$ cat config.mk
export PLATFORM = sky130hd
export DESIGN_NAME = iq_boxcar_decimator
export DESIGN_NICKNAME = d
export VERILOG_FILES = /design/src/rtl/iq_boxcar_decimator.sv
export SDC_FILE = /design/constraint.sdc
export NUM_CORES = 1
export LEC_CHECK = 0
export ABC_AREA = 1
export CORE_MARGIN = 4
export CORE_UTILIZATION = 40
export DETAILED_ROUTE_END_ITERATION = 10
export DONT_BUFFER_PORTS = 1
export PLACE_DENSITY_LB_ADDON = 0.15
export SKIP_CTS_REPAIR_TIMING = 1
export SYNTH_ARGS = -nofsm -noshare
export SYNTH_HDL_FRONTEND = slang
export SYNTH_SLANG_ARGS = --single-unit
$ cat constraint.sdc
create_clock -name clk -period 3.95 [get_ports clk]
set_input_delay 0.395 -clock clk [delete_from_list [all_inputs] [get_ports clk]]
set_output_delay 0.395 -clock clk [all_outputs]
set_load 0.01 [all_outputs]
$ cat src/rtl/iq_boxcar_decimator.sv
// ---------------------------------------------------------------------------
// iq_boxcar_decimator
//
// Integrate-and-dump decimator for the IQ demodulator's baseband outputs.
// Sums 2^k qualified I/Q samples and emits their floor-mean once per frame
// with a one-cycle strobe. k is latched at the first sample of each frame so
// rate changes never corrupt a partial frame.
//
// Ports:
//   clk           system clock
//   reset_n       asynchronous active-low reset
//   sample_valid  qualifies i_in/q_in this cycle
//   i_in, q_in    signed input samples (DATA_W)
//   decim_log2    requested k, sampled only at frame start (clamped)
//   clear         synchronous frame abort, overrides sample_valid
//   i_out, q_out  signed averaged outputs, held between strobes
//   out_valid     one-cycle strobe marking new i_out/q_out
//   frame_active  high while a partial frame is being accumulated
// ---------------------------------------------------------------------------
module iq_boxcar_decimator #(
   parameter int DATA_W         = 24,
   parameter int LOG2_DECIM_MAX = 6
) (
   input  logic                     clk,
   input  logic                     reset_n,
   input  logic                     sample_valid,
   input  logic signed [DATA_W-1:0] i_in,
   input  logic signed [DATA_W-1:0] q_in,
   input  logic [2:0]               decim_log2,
   input  logic                     clear,
   output logic signed [DATA_W-1:0] i_out,
   output logic signed [DATA_W-1:0] q_out,
   output logic                     out_valid,
   output logic                     frame_active
);

   localparam int ACC_W = DATA_W + LOG2_DECIM_MAX;
   localparam int CNT_W = (LOG2_DECIM_MAX > 0) ? LOG2_DECIM_MAX : 1;
   localparam int KW    = (LOG2_DECIM_MAX > 0) ? $clog2(LOG2_DECIM_MAX + 1) : 1;
   localparam int LEN_W = CNT_W + 1;

   typedef enum logic {IDLE, ACCUM} state_t;

   state_t                    state_q;
   logic signed [ACC_W-1:0]   i_acc_q, q_acc_q;
   logic        [CNT_W-1:0]   count_q;
   logic        [KW-1:0]      k_lat_q;
   logic signed [DATA_W-1:0]  i_out_q, q_out_q;
   logic                      out_valid_q;

   logic        [KW-1:0]      k_req_d, k_use_d;
   logic signed [ACC_W-1:0]   i_ext_d, q_ext_d, i_sum_d, q_sum_d;
   logic        [LEN_W-1:0]   frame_len_d;
   logic                      last_d;
   logic signed [DATA_W-1:0]  i_mean_d, q_mean_d;

   function automatic logic [KW-1:0] clamp_k(input logic [2:0] k);
      if (int'(k) > LOG2_DECIM_MAX) return KW'(LOG2_DECIM_MAX);
      else                          return KW'(k);
   endfunction

   // Arithmetic shift gives the mean rounded toward minus infinity; the
   // result always fits DATA_W because it is an average of DATA_W samples.
   function automatic logic signed [DATA_W-1:0] mean_floor(
      input logic signed [ACC_W-1:0] sum,
      input logic [KW-1:0]           k
   );
      logic signed [ACC_W-1:0] sh;
      sh = sum >>> k;
      return sh[DATA_W-1:0];
   endfunction

   always_comb begin
      k_req_d = clamp_k(decim_log2);
      // In IDLE the incoming sample starts the frame, so the freshly clamped
      // k applies (matters only for k=0 pass-through) and the old sum is void.
      k_use_d = (state_q == IDLE) ? k_req_d : k_lat_q;
      i_ext_d = {{LOG2_DECIM_MAX{i_in[DATA_W-1]}}, i_in};
      q_ext_d = {{LOG2_DECIM_MAX{q_in[DATA_W-1]}}, q_in};
      i_sum_d = ((state_q == ACCUM) ? i_acc_q : '0) + i_ext_d;
      q_sum_d = ((state_q == ACCUM) ? q_acc_q : '0) + q_ext_d;
      i_mean_d = mean_floor(i_sum_d, k_use_d);
      q_mean_d = mean_floor(q_sum_d, k_use_d);
      frame_len_d = LEN_W'(1) << k_lat_q;
      last_d = ({1'b0, count_q} == (frame_len_d - LEN_W'(1)));
   end

   always_ff @(posedge clk or negedge reset_n) begin
      if (!reset_n) begin
         state_q     <= IDLE;
         i_acc_q     <= '0;
         q_acc_q     <= '0;
         count_q     <= '0;
         k_lat_q     <= '0;
         i_out_q     <= '0;
         q_out_q     <= '0;
         out_valid_q <= 1'b0;
      end else begin
         out_valid_q <= 1'b0;
         if (clear) begin
            // Abort: drop partial frame and any sample on this cycle.
            state_q <= IDLE;
            i_acc_q <= '0;
            q_acc_q <= '0;
            count_q <= '0;
         end else if (sample_valid) begin
            case (state_q)
               IDLE: begin
                  k_lat_q <= k_req_d;
                  i_acc_q <= i_ext_d;
                  q_acc_q <= q_ext_d;
                  if (k_req_d == '0) begin
                     i_out_q     <= i_mean_d;
                     q_out_q     <= q_mean_d;
                     out_valid_q <= 1'b1;
                  end else begin
                     count_q <= CNT_W'(1);
                     state_q <= ACCUM;
                  end
               end
               ACCUM: begin
                  if (last_d) begin
                     i_out_q     <= i_mean_d;
                     q_out_q     <= q_mean_d;
                     out_valid_q <= 1'b1;
                     i_acc_q     <= '0;
                     q_acc_q     <= '0;
                     count_q     <= '0;
                     state_q     <= IDLE;
                  end else begin
                     i_acc_q <= i_sum_d;
                     q_acc_q <= q_sum_d;
                     count_q <= count_q + CNT_W'(1);
                  end
               end
               default: state_q <= IDLE;
            endcase
         end
      end
   end

   assign i_out        = i_out_q;
   assign q_out        = q_out_q;
   assign out_valid    = out_valid_q;
   assign frame_active = (state_q == ACCUM);

endmodule

==> results.ini <==
[finish]
nets=2141
syn_to_final_growth_pct=8.58
antennaDiodeCount=0
fillers=3301
drive_gt1_share_pct=4.37

[synthesis]
synthCells=2056
ys_seq_area_share_pct=24.8
synth_top_cell_area_share_pct=25.2
ys_warn_count=0
asyncSetResetFlopFracSynth_pct=100
synth_edf_count=0
netlist_area_sq_um=12000
ys_types=42
synth_nets=2173
yosysMostFrequentCell=nand2_1
ys.flop_type=dfrtp_1
yosys-top-cells-area=nand2_1, dfrtp_1, nand3_1, inv_1, ha_1
synth.largest_area_cell=nand2_1
synthTopCellsByCount=nand2_1, inv_1, nand3_1
ys_seq_elements=119
syn_avg_cell_area_sq_um=5.83

[setup_path]
crit_end=q_out[12]
crit_buf_inv=1
r2r-start=frame_active
critPathKind=reg -> reg
startpoint=frame_active
cpMaxStageDelayCell=dfrtp_4
critPathArrivalTime_ps=3730
rrSetupSlack_ps=540
cp_top_family=simple AND/OR/NAND/NOR gates
worst_ep_required_time_ps=4270
path_max_fanout=43
max_stage_delay_ps=680
start_kind=flop
cp-end-kind=flop
r2r-end=q_out[12]
reg2regPathDepth=16
cp_cell_sequence=nand2_1, inv_1, ha_1, fa_1, nand3_1, nand3_1, nand2_1, nand2_1, nand3_1, nand2_1, xnor2_1, nand2_1, nand3_1, nand3_1, nand3_1, nand2_1
cp_num_cells=16

[routing]
dr.first_iter.drc_count=910
via_per_inst=5.18
wirelength_um=41600
firstDrtPassIters=6
num_vias=12600
ant_nets=0
drc=0
wl_per_cell_um=17.1

[clocking]
cts.path.max_buffers=2
clock_sinks=119
cts_tree=done
cts_buffers=17
htree_num_levels=4
cts_root_buffer=clkbuf_16
clkLatencyLatePin_ps=450
clk_pin_slew_worst_paths_ps=80

[status]
status=completed

[floorplanning]
ios=105
die_w_um=181
core_sq_um=29600
dieArea_sq_um=32800
die_h_um=181
initial_core_util_pct=40.4
rows=63

[global_routing]
grt_pass1_vias=12400
grt_max_degree=120
grt_usage_pct=25.5
grt_overflow=0
antenna_found_initial=0
grt_pass1_wl_um=66800

[timing]
rsz0062_at_grt=false
tightest_slew_ps=762
hold_viol_final=0
post-route-min-period_ps=3410
tns_ps=0
fin_skew_ps=18.6
max_freq_ghz=0.293
maxSlewHeadroom_pct=49.1
drv_slew=0
fin_ws_ps=536
setup_viol=0
post-route-period-util_pct=86.4

[power]
p_leak_nw=7.54
ir_worst_vdd_mv=0.306
p_per_area_nw_per_um2=375

[min_path]
min_path_type=in -> reg

[placement]
pre_cts_ws_ps=560
port_buffers=0
gp_congestion=0.967
hpwl_um=32300

[job]
maxCapViolations=0

where the power goes:
| part | switching (mW) | leakage [nW] | total (mW) | internal, mW |
|---|---|---|---|---|
| clock | 0.660 | 0.306 | 1.76 | 1.10 |
| combinational | 0.950 | 5.69 | 1.42 | 0.468 |
| sequential | 0.273 | 1.54 | 1.71 | 1.43 |
worst min-delay path by stage:
stage / slack, ps / start / cells past startpoint / endpoint
final: 90 / q_in[11] / 2 / q_acc_q[11]
after global routing: 80 / q_in[11] / 2 / q_acc_q[11]
after detailed placement: 110 / reset_n / 0 / q_acc_q[14]
after global placement: 110 / reset_n / 0 / q_acc_q[14]
after floorplan: 100 / reset_n / 0 / count_q[0]
after CTS: -380 / reset_n / 0 / q_acc_q[11]
logic make-up (layout without fill, tap and decap cells):
kind of cell	after synthesis	count (layout)	share of synthesized area, %
AND/OR/NAND/NOR	1253	1253	43.3
buffers and inverters	385	366	12.5
AO/OA/AOI/OAI	201	201	10.0
multiplexers	1	1	0.0835
flip-flops	119	119	24.8
adder cells (fa/ha/maj)	62	62	6.60
XOR/XNOR	35	35	2.56
sequential cells by signal, indices dropped and copies added (netlist names):
name / cells
q_acc_q: 30
out_valid: 1
i_out: 24
count_q: 6
frame_active: 1
k_lat_q: 3
i_acc_q: 30
q_out: 24
layer usage:
metal | vias to the layer above | share of wire (%) | track usage [%] | routed length [um]
met5 | - | 0 | 0 | 0
met4 | 0 | 3.2 | 8.71 | 1340
met3 | 71 | 4.2 | 4.49 | 1760
met2 | 247 | 53 | 47.8 | 22000
met1 | 5824 | 40 | 29.0 | 16400
li1 | 6436 | - | - | -
through the flow:
step	power, mW	instances	hold slack (ps)	utilization, %	area (sq um)
after global placement	3.11	2393	107	41.6	12300
after CTS	4.91	2425	-384	43.8	13000
after global routing	5.21	2427	78.5	43.9	13000
after floorplan	2.70	2056	99.4	-	12000
after detailed placement	3.12	2393	105	41.6	12300
final	4.88	2427	91.9	43.9	13000
worst reg2reg max path: stages, from the launching register on:
cell and delay, ps:
dfrtp_4 680, nand2_1 160, inv_1 50, ha_1 240, fa_1 480, nand3_1 110, nand3_1 160, nand2_1 100
nand2_1 120, nand3_1 100, nand2_1 80, xnor2_1 470, nand2_1 140, nand3_1 120, nand3_1 90, nand3_1 120
nand2_1 70
cells in the final DEF (no fill, tap or decap), drive strengths merged, types with 15 or more instances in the layout:
cell	Yosys	routed
nor2	109	109
ha	60	60
xor2	20	20
clkbuf	51	19
xnor2	15	15
a22o	18	18
nand3	300	300
inv	313	315
buf	21	20
nand2	808	808
o21ai	84	84
o211ai	17	17
dfrtp	119	119
a21oi	64	64
cell type report:
type | instances | area [sq um] | share of cell area (%)
clock inverter | 13 | 195 | 1.50
tap | 390 | 488 | 3.75
inverter | 313 | 1180 | 9.07
multi-input combinational | 1552 | 7540 | 57.9
sequential | 119 | 2980 | 22.9
timing repair buffer | 21 | 180 | 1.38
clock buffer | 19 | 453 | 3.48
(Power assumes the default switching activity.)
